**src/rtl/jtag_pkg.sv**
```systemverilog
// Shared JTAG TDR definitions: capture-mode encodings and shift-count qualifier states.
package jtag_pkg;

  localparam int unsigned CAP_CONST    = 0;
  localparam int unsigned CAP_PARALLEL = 1;

  localparam logic [1:0] UNDER = 2'd0;
  localparam logic [1:0] EXACT = 2'd1;
  localparam logic [1:0] OVER  = 2'd2;

endpackage

```
**src/rtl/dr_shift_counter.sv**
```systemverilog
// Saturating shift counter: clears on capture, counts shifts up to DR_LENGTH+1,
// and tracks whether the count is under, exactly at, or over the register length.
module dr_shift_counter
  import jtag_pkg::*;
#(
  parameter int unsigned DR_LENGTH = 8
) (
  input  logic                              clk,
  input  logic                              rst,
  input  logic                              clr,
  input  logic                              inc,
  output logic [$clog2(DR_LENGTH+2)-1:0]    count,
  output logic                              exact
);

  localparam int unsigned CW = $clog2(DR_LENGTH + 2);
  localparam logic [CW-1:0] LEN = CW'(DR_LENGTH);
  localparam logic [CW-1:0] SAT = CW'(DR_LENGTH + 1);

  logic [1:0]    state;
  logic [1:0]    state_nxt;
  logic [CW-1:0] count_nxt;

  // Next count and its qualifier; OVER is sticky until the next clear.
  always_comb begin
    count_nxt = count;
    state_nxt = state;
    if (clr) begin
      count_nxt = '0;
    end else if (inc && (state != OVER)) begin
      count_nxt = count + CW'(1);
    end
    if (count_nxt == SAT) begin
      state_nxt = OVER;
    end else if (count_nxt == LEN) begin
      state_nxt = EXACT;
    end else begin
      state_nxt = UNDER;
    end
  end

  always_ff @(posedge clk) begin
    if (rst) begin
      count <= '0;
      state <= UNDER;
      exact <= 1'b0;
    end else begin
      count <= count_nxt;
      state <= state_nxt;
      exact <= (state_nxt == EXACT);
    end
  end

endmodule

```
**src/rtl/jtag_param_tdr.sv**
```systemverilog
// Parametrised JTAG test data register with configurable capture source,
// resettable update register and a shift-length check that gates the update.
module jtag_param_tdr
  import jtag_pkg::*;
#(
  parameter int unsigned           DR_LENGTH          = 8,
  parameter int unsigned           CAPTURE_MODE       = CAP_CONST,
  parameter logic [DR_LENGTH-1:0]  CAPTURE_VALUE      = '1,
  parameter logic [DR_LENGTH-1:0]  UPDATE_RESET_VALUE = '0,
  parameter bit                    CHECK_LENGTH       = 1'b1
) (
  input  logic                              TCK,
  input  logic                              RST,
  input  logic                              tdr_Select,
  input  logic                              Capture_DR,
  input  logic                              Shift_DR,
  input  logic                              Update_DR,
  input  logic                              TDI,
  input  logic [DR_LENGTH-1:0]              PI,
  output logic                              SO_DR_OUT,
  output logic [DR_LENGTH-1:0]              PO,
  output logic                              Update_Valid,
  output logic                              Length_Err,
  output logic [$clog2(DR_LENGTH+2)-1:0]    Shift_Count
);

  logic [DR_LENGTH-1:0] shift_reg;
  logic [DR_LENGTH-1:0] cap_val;
  logic                 do_cap;
  logic                 do_shift;
  logic                 do_upd;
  logic                 accept;
  logic                 exact;
  logic                 upd_prev;

  // Strobe priority: capture over shift over update, all qualified by select.
  assign do_cap   = tdr_Select & Capture_DR;
  assign do_shift = tdr_Select & Shift_DR & ~Capture_DR;
  assign do_upd   = tdr_Select & Update_DR & ~Capture_DR & ~Shift_DR;
  assign accept   = do_upd & (!CHECK_LENGTH || exact);

  assign cap_val   = (CAPTURE_MODE == CAP_PARALLEL) ? PI : CAPTURE_VALUE;
  assign SO_DR_OUT = shift_reg[DR_LENGTH-1];

  dr_shift_counter #(
    .DR_LENGTH (DR_LENGTH)
  ) u_cnt (
    .clk   (TCK),
    .rst   (RST),
    .clr   (do_cap),
    .inc   (do_shift),
    .count (Shift_Count),
    .exact (exact)
  );

  always_ff @(posedge TCK) begin
    if (RST) begin
      shift_reg <= '0;
    end else if (do_cap) begin
      shift_reg <= cap_val;
    end else if (do_shift) begin
      shift_reg <= {shift_reg[DR_LENGTH-2:0], TDI};
    end
  end

  // A held update re-evaluates each edge but only its first accepted edge pulses.
  always_ff @(posedge TCK) begin
    if (RST) begin
      PO           <= UPDATE_RESET_VALUE;
      Update_Valid <= 1'b0;
      Length_Err   <= 1'b0;
      upd_prev     <= 1'b0;
    end else begin
      Update_Valid <= accept & ~upd_prev;
      upd_prev     <= do_upd;
      if (do_cap) begin
        Length_Err <= 1'b0;
      end else if (do_upd) begin
        if (accept) begin
          PO         <= shift_reg;
          Length_Err <= 1'b0;
        end else begin
          Length_Err <= 1'b1;
        end
      end
    end
  end

endmodule

```
**config.mk**
```make
export PLATFORM = sky130hd
export DESIGN_NAME = jtag_param_tdr
export DESIGN_NICKNAME = d
export VERILOG_FILES = /design/src/rtl/jtag_pkg.sv /design/src/rtl/dr_shift_counter.sv /design/src/rtl/jtag_param_tdr.sv
export SDC_FILE = /design/constraint.sdc
export NUM_CORES = 1
export LEC_CHECK = 0
export ABC_AREA = 1
export BUFFER_PORTS_ARGS = -buffer_cell sky130_fd_sc_hd__buf_4
export CAP_MARGIN = 20
export CORE_UTILIZATION = 55
export CTS_CLUSTER_DIAMETER = 40
export CTS_CLUSTER_SIZE = 16
export DETAILED_ROUTE_END_ITERATION = 10
export HOLD_SLACK_MARGIN = 0.02
export PLACE_DENSITY = 0.83
export SLEW_MARGIN = 25
export SYNTH_ARGS = -nofsm -noshare
export SYNTH_HDL_FRONTEND = slang
export SYNTH_HIERARCHICAL = 1
export SYNTH_SLANG_ARGS = --single-unit
```
**constraint.sdc**
```tcl
create_clock -name TCK -period 2.1 [get_ports TCK]
set_input_delay 0.42 -clock TCK [delete_from_list [all_inputs] [get_ports TCK]]
set_output_delay 0.42 -clock TCK [all_outputs]
set_load 0.02 [all_outputs]
```
==> summary.txt, run 1 <==
Finish
  – Most frequent cells in the layout: nand2_1 (49), inv_1 (41), dfxtp_1 (25)
  – Final nets: 214
  – Layout cell share with drive strength beyond 1: 0.162
  – Ant diodes: 0
  – Fill cells: 175
  – Layout area overhead: 17.6%
  – Commonest non-fill, non-tap cell in the layout: nand2_1
  – Layout Cells excl Fill: 224
  – Post-layout util: 0.689
  – Design area: 0.00137 mm²

Timing
  – Setup ws final: 0.723 ns
  – Layout Skew: 0.00134 ns
  – Unrepaired setup endpoints after global routing: false
  – Worst-margin pin slew: 0.469 ns
  – Max Slew Vio Count: 0
  – Setup_tns: 0 ns
  – Setup-failing EPs final: 0
  – Worst slew margin: 0.685
  – Top achievable clock speed: 726 MHz
  – Hold_ws: 0.385 ns
  – Period utilization: 0.656
  – Final Hold Vio Count: 0
  – Period minus WS final: 1.38 ns

GRT
  – Busiest grt layer: met2
  – Met2 Use GR: 0.349
  – First-pass GRT wire length: 3.51 mm
  – Overall Global Routing Usage: 0.222
  – Largest net degree at the start of global routing: 15
  – Met3 Use GR: 0.0340
  – Antenna violations before repair: 0
  – Grt met1 use: 0.310
  – Vias in the first global route: 841
  – Gr ovfl total: 0

Clock tree
  – CTS sink cnt: 25
  – Hold Buf Count CTS: 0
  – CTS root buffer: clkbuf_4
  – Setup Fix Bufs, Post-CTS: 0
  – Clk slew on worst S/H paths: 0.13 ns
  – Worst skew pair latency: 0.31 ns
  – Num CTS Buffers: 3
  – CTS tree: done
  – Post-cts sizing count: 0
  – Clock Tree Buf Depth: 2
  – H-tree levels: 1

Critical path
  – CP Max Fanout: 6
  – Crit-path cells: buf_4
  – Critical path launch point type: flip-flop
  – Reg2Reg Setup Slack: 0.77 ns
  – Worst Setup Path Type: flip-flop to primary output
  – Reg2reg path depth: 5
  – Data arrival time of the critical path: 0.96 ns
  – R2r endpoint: u_cnt/exact
  – Max incr delay on CP: 0.46 ns
  – Slowest cell on the critical path: dfxtp_1
  – Reg2reg start: u_cnt/count[0]
  – Required time of the critical path: 1.68 ns
  – CP Buf/Inv Count: 1
  – Critical path's top delay family: flip-flops
  – CP startpoint: u_cnt/count[0]
  – Nature of the critical path endpoint: primary output

Logic synthesis
  – Yosys warns: 6
  – Avg Inst Size Synth: 6.63 µm²
  – Synth Register Bits: 25
  – Gate Count Post-Synth: 175
  – Synth cell types: 18
  – Register area share after synthesis: 0.431
  – Synth Net Count: 191
  – Syn Std Cell Area: 0.00116 mm²

Placement
  – Placer Congestion: 0.772
  – Pre-CTS setup slack: 0.597 ns
  – Placed inst area: 0.00134 mm²
  – Post-DP HPWL: 1.70 mm
  – Port Buffers: 21
  – Placed cell count: 220

Route
  – Post-DR wirelength/cell: 10.4 µm
  – Via/cell ratio: 4.83
  – DRT Pass-1 Iters: 4
  – Residual DRC: 0
  – Drt initial violations: 43
  – Final wirelength: 2.32 mm
  – Antenna viol nets, final: 0
  – DR vias: 1082

Run status
  – Run status: finished, final reports clean

Floorplanning
  – Core area: 0.00198 mm²
  – Die Width: 47.9 µm
  – Die Span Y: 47.9 µm
  – Num rows: 16
  – IO Pins: 30
  – Initial Utilization: 0.586
  – DIE AREA: 0.00230 mm²

Pwr
  – Reg power frac: 0.615
  – Combinational Power Share: 0.124
  – Leakage Power: 0.697 nW
  – Clock power frac: 0.261
  – Internal: 0.598 mW
  – Switching power: 0.212 mW
  – Sw Share: 0.261
  – Power Dens Cells: 593 mW/mm²
  – Peak supply drop: 381 µV
  – Power after layout: 0.810 mW

Worst hold path
  – Min-Delay Path Class: primary input to flip-flop
  – Min-Delay Path Depth: 2
  – Hold path startpoint: RST
  – Worst Hold End: u_cnt/count[0]

Job
  – MaxCap Viol Count: 0
[power groups by stage]
| stage | combinational, mW | sequential [mW] | clock, mW |
|---|---|---|---|
| floorplan | 0.0621 | 0.511 | 0 |
| global placement | 0.0944 | 0.508 | 0 |
| detailed placement | 0.0985 | 0.508 | 0 |
| CTS | 0.0995 | 0.498 | 0.218 |
| global route | 0.112 | 0.501 | 0.240 |
| finish | 0.101 | 0.498 | 0.211 |
[area by class of cell]
class | instances | area [µm²] | area share
inverters | 41 | 154 | 0.113
multi-input cells | 106 | 493 | 0.361
well taps | 27 | 33.8 | 0.0247
clock buffers | 4 | 26.3 | 0.0192
flip-flops and latches | 25 | 500 | 0.367
repair buffers | 21 | 158 | 0.115
[synthesized netlist by cell type (all sizes together)]
cell     n  area [µm²]
buf      2        10.0
clkbuf   1        3.75
nand4    5        31.3
dfxtp   25         500
ha       1        12.5
nand2   53         209
nand3   18         100
o21ai    2        10.0
nand3b   2        15.0
inv     41         154
nor2    16        70.1
nor3     3        15.0
a21oi    6        30.0
[logic make-up after synthesis]
family / after synthesis / share of synthesized area
simple gates: 97 / 0.379
buf+inv: 44 / 0.144
fa+ha+maj: 1 / 0.0108
compound gates: 8 / 0.0345
flops: 25 / 0.431
[per-layer routing]
layer | vias up | routed length (µm)
li1 | 573 | -
met4 | 0 | 13
met2 | 33 | 1110
met3 | 2 | 108
met5 | - | 0
met1 | 474 | 1090
[how the worst max path moves through the flow]
stage                      to  slack (ns)  depth (start not counted)
6_report       Shift_Count[0]        0.72                          1
5_1_grt        Shift_Count[0]        0.65                          1
4_1_cts        Shift_Count[0]        0.72                          1
3_5_place_dp      u_cnt/exact        0.60                          9
3_3_place_gp      u_cnt/exact        0.64                          9
2_1_floorplan     u_cnt/exact        0.86                          5
(Power assumes the default switching activity.)
==> run 2: changes to the inputs <==
CORE_UTILIZATION = 46   (was 55)
PLACE_DENSITY = 0.74   (was 0.83)
clock period = 1.1 ns   (was 2.1 ns; I/O delays follow)
==> run 2 against run 1 <==
Net effect: the flow now finishes with violations (setup timing); die area is 19% higher; power is 94% higher; utilization is 3.8 points lower; sequential power is 89% higher.
==> summary.txt, run 2 (same netlist as run 1, synthesis figures left out) <==
Floorplanning
  – Core area: 0.00230 mm²
  – Die Width: 52.2 µm
  – IO Pins: 30
  – Num rows: 17
  – DIE AREA: 0.00273 mm²
  – Initial Utilization: 0.505
  – Die Span Y: 52.2 µm

Finish
  – Most frequent cells in the layout: nand2_1 (48), inv_1 (41), buf_4 (27)
  – Post-layout util: 0.650
  – Ant diodes: 0
  – Fill cells: 221
  – Layout area overhead: 28.7%
  – Layout cell share with drive strength beyond 1: 0.240
  – Final nets: 225
  – Commonest non-fill, non-tap cell in the layout: nand2_1

Route
  – Final wirelength: 2.41 mm
  – Wire length on met2: 1.13 mm
  – Via/cell ratio: 4.72
  – Residual DRC: 0
  – Post-DR wirelength/cell: 10.2 µm
  – Antenna viol nets, final: 0
  – Highest routed layer: met4
  – Met3 wire len: 88 µm
  – DRT Pass-1 Iters: 4
  – Drt initial violations: 25
  – Met1 wire length: 1.17 mm
  – DR vias: 1113

Timing
  – Worst-margin pin slew: 0.352 ns
  – Setup ws final: -0.0391 ns
  – Period utilization: 1.04
  – Unrepaired setup endpoints after global routing: true
  – Period minus WS final: 1.14 ns
  – Top achievable clock speed: 878 MHz
  – Worst slew margin: 0.765
  – Max Slew Vio Count: 0
  – Final Hold Vio Count: 0
  – Setup-failing EPs final: 4
  – Hold_ws: 0.168 ns
  – Layout Skew: 0.00347 ns

Clock tree
  – H-tree levels: 1
  – CTS root buffer: clkbuf_4
  – Clock Tree Buf Depth: 2
  – CTS tree: done
  – CTS sink cnt: 25
  – Num CTS Buffers: 3
  – Worst skew pair latency: 0.31 ns
  – Clk slew on worst S/H paths: 0.13 ns
  – Setup Fix Bufs, Post-CTS: 0

Pwr
  – Power Dens Cells: 1050 mW/mm²
  – Peak supply drop: 942 µV
  – Leakage Power: 0.758 nW

Run status
  – Failing checks: setup timing
  – Run status: finished, violations left

Worst hold path
  – Min-Delay Path Class: primary input to flip-flop

Critical path
  – CP Max Fanout: 5
  – Critical path launch point type: flip-flop
  – Worst Setup Path Type: flip-flop to primary output
  – Slowest cell on the critical path: dfxtp_4
  – Crit-path cells: buf_6 -> buf_6
  – Critical path's top delay family: flip-flops
  – CP Buf/Inv Count: 2
  – Nature of the critical path endpoint: primary output
  – Data arrival time of the critical path: 0.92 ns
  – Required time of the critical path: 0.88 ns
  – CP most frequent cell: buf_6
  – Max incr delay on CP: 0.37 ns

GRT
  – Largest net degree at the start of global routing: 15
  – Antenna violations before repair: 0
  – First-pass GRT wire length: 4.04 mm
  – Vias in the first global route: 985
  – Gr ovfl total: 0
  – Overall Global Routing Usage: 0.201

Placement
  – Port Buffers: 21
  – Post-DP HPWL: 1.83 mm
  – Placer Congestion: 0.828

Job
  – MaxCap Viol Count: 0
## run 2: cell types whose count changed in the layout (fill, tap and decap cells not counted), sizes merged
cell	before	now
buf	21	32
## run 2: final cells by class
class,instances,area (µm²),share of cell area
multi-input combinational,106,508,0.340
tap,28,35.0,0.0235
timing repair buffer,32,259,0.173
sequential,25,512,0.343
clock buffer,4,26.3,0.0176
inverter,41,154,0.103
## run 2: worst paths after layout
check / slack, ns / end / cells past startpoint / startpoint
worst min-delay path: 0.17 / u_cnt/count[0] / 2 / RST
worst max register to register: -0.03 / u_cnt/state[1] / 5 / u_cnt/count[0]
worst min register to register: 0.42 / Update_Valid / 1 / upd_prev
worst max-delay path: -0.04 / Shift_Count[0] / 2 / u_cnt/count[0]
## run 2: layer usage
metal	vias up	global-route usage
li1	593	-
met1	492	0.260
met2	24	0.331
met3	4	0.0522
met4	0	0.0526
met5	-	0
## run 2: worst register-to-register path: stages (launching register included)
cell	delay [ns]
dfxtp_4	0.37
ha_1	0.28
nand3b_1	0.17
nand3_2	0.09
nand2_1	0.06
nor2_1	0.11
## run 2: report_power, final
part           internal (mW)  switching (mW)
logic                 0.0957           0.133
registers              0.928          0.0146
clock network          0.142           0.261
## run 2: timing repair
item                       4_1_cts  5_1_grt
gates resized for setup          5        6
setup endpoints to repair        5       16
hold buffers                     0        0
pin swaps                        2        1
## run 2: per-stage QoR
stage                     total power, mW  instance area, µm²  setup WS [ns]  instances  setup TNS [ns]
after global routing                 1.67                1490        -0.0872        236          -0.311
after detailed placement             1.19                1430         -0.185        232          -0.660
after CTS                            1.59                1480        -0.0499        236          -0.119
final                                1.57                1490        -0.0391        236          -0.111
after floorplan                      1.09                1170         0.0124        175               0
after global placement               1.18                1430         -0.112        232          -0.234
==> run 3: changes to the inputs <==
CORE_UTILIZATION = 40   (was 46)
PLACE_DENSITY = 0.66   (was 0.74)
==> run 3 against run 2 <==
Net effect: the flow still finishes with violations (setup timing); non-clock buffer count up 2; power up 1.1%; fmax down 0.62%; clock power up 3%; utilization down 9.9 points; critical endpoint unchanged; highest routed layer unchanged.
==> summary.txt, run 3 (same netlist as run 1, synthesis figures left out) <==
Finish
  – Commonest non-fill, non-tap cell in the layout: nand2_1
  – Fill cells: 263
  – Layout cell share with drive strength beyond 1: 0.252
  – Most frequent cells in the layout: nand2_1 (48), inv_1 (41), buf_4 (29)
  – Ant diodes: 0
  – Final nets: 227
  – Footprint of the multi-input gates: 513 µm²
  – Layout Cells excl Fill: 241
  – Register area: 510 µm²
  – Layout area overhead: 30.9%

GRT
  – Antenna violations before repair: 0
  – Vias in the first global route: 1064
  – Largest net degree at the start of global routing: 16
  – Overall Global Routing Usage: 0.170
  – First-pass GRT wire length: 4.22 mm
  – Gr ovfl total: 0

Floorplanning
  – Die Width: 55.9 µm
  – Die Span Y: 55.9 µm
  – Num rows: 19
  – IO Pins: 30
  – Initial Utilization: 0.421
  – Core area: 0.00276 mm²
  – DIE AREA: 0.00312 mm²

Clock tree
  – Clock Tree Buf Depth: 2
  – Num CTS Buffers: 3
  – CTS tree: done
  – CTS sink cnt: 25
  – Worst skew pair latency: 0.32 ns
  – Clk slew on worst S/H paths: 0.13 ns
  – CTS root buffer: clkbuf_4
  – Hold Buf Count CTS: 0
  – H-tree levels: 1

Timing
  – Setup_tns: -0.107 ns
  – Worst slew margin: 0.787
  – Period utilization: 1.04
  – Layout Skew: 0.00290 ns
  – Max Slew Vio Count: 0
  – Final Hold Vio Count: 0
  – Top achievable clock speed: 872 MHz
  – Worst-margin pin slew: 0.319 ns
  – Setup-failing EPs final: 3
  – Unrepaired setup endpoints after global routing: true
  – Setup ws final: -0.0462 ns
  – Period minus WS final: 1.15 ns

Job
  – MaxCap Viol Count: 0

Route
  – Antenna viol nets, final: 0
  – DRT Pass-1 Iters: 4
  – Post-DR wirelength/cell: 10.3 µm
  – Via/cell ratio: 4.57
  – DR vias: 1102
  – Residual DRC: 0
  – Drt initial violations: 42
  – Final wirelength: 2.48 mm

Critical path
  – Max incr delay on CP: 0.37 ns
  – CP most frequent cell: buf_6
  – Slowest cell on the critical path: dfxtp_4
  – Required time of the critical path: 0.88 ns
  – Critical path launch point type: flip-flop
  – CP Max Fanout: 4
  – Data arrival time of the critical path: 0.93 ns
  – Crit-path cells: buf_6 -> buf_6
  – Nature of the critical path endpoint: primary output
  – CP Buf/Inv Count: 2
  – Critical path's top delay family: flip-flops
  – Worst Setup Path Type: flip-flop to primary output

Pwr
  – Power Dens Cells: 1050 mW/mm²
  – Peak supply drop: 774 µV
  – Power after layout: 1.59 mW
  – Leakage Power: 0.768 nW

Run status
  – Run status: finished, violations left
  – Failing checks: setup timing

Placement
  – Post-DP HPWL: 1.82 mm
  – Pre-CTS setup slack: -0.163 ns
  – Placed cell count: 235
  – Placer Congestion: 0.791
  – Port Buffers: 21

Worst hold path
  – Min-Delay Path Class: primary input to flip-flop
run 3: changes by cell type in the layout (fill, tap and decap cells not counted), sizes merged:
cell | previous run | this run
buf | 32 | 34
clkinvlp | 0 | 1
clkbuf | 4 | 3
run 3: through the flow:
step                      hold WS (ns)  utilization  cell area, µm²
after floorplan                  0.280            -            1170
after global placement           0.385        0.521            1440
after detailed placement         0.392        0.521            1440
after CTS                       0.0868        0.540            1490
after global routing            0.0855        0.551            1520
final                           0.0985        0.551            1520
run 3: path summary, 6_finish.rpt:
kind / startpoint / end / slack [ns] / cells after the start
setup / recovery: u_cnt/count[0] / Shift_Count[0] / -0.05 / 2
hold reg to reg: upd_prev / Update_Valid / 0.41 / 1
hold / removal: RST / u_cnt/count[0] / 0.1 / 2
setup reg to reg: u_cnt/count[0] / u_cnt/exact / -0.04 / 5
run 3: area by class of cell:
| class | instances | area share |
|---|---|---|
| multi-input cells | 106 | 0.337 |
| clock buffers | 3 | 0.0148 |
| repair buffers | 34 | 0.180 |
| flip-flops and latches | 25 | 0.336 |
| inverters | 41 | 0.101 |
| clock inverters | 1 | 0.00494 |
| well taps | 31 | 0.0255 |
run 3: per-layer routing:
metal  track usage  up-vias  wire (µm)  share of wire
li1              -      594          -              -
met1         0.185      476       1090           0.44
met2         0.318       28       1270           0.51
met3        0.0279        4         81          0.033
met4        0.0801        0         25          0.010
met5             0        -          0              0
run 3: power by group:
group	switching (mW)	internal [mW]
combinational	0.134	0.0983
sequential	0.0149	0.928
clock	0.278	0.139
run 3: what timing repair did:
| item | in CTS | in global routing |
|---|---|---|
| resized for setup | 5 | 6 |
| buffers inserted | 1 | 1 |
| pin swaps | 2 | 1 |
| endpoints found under the setup margin | 5 | 15 |
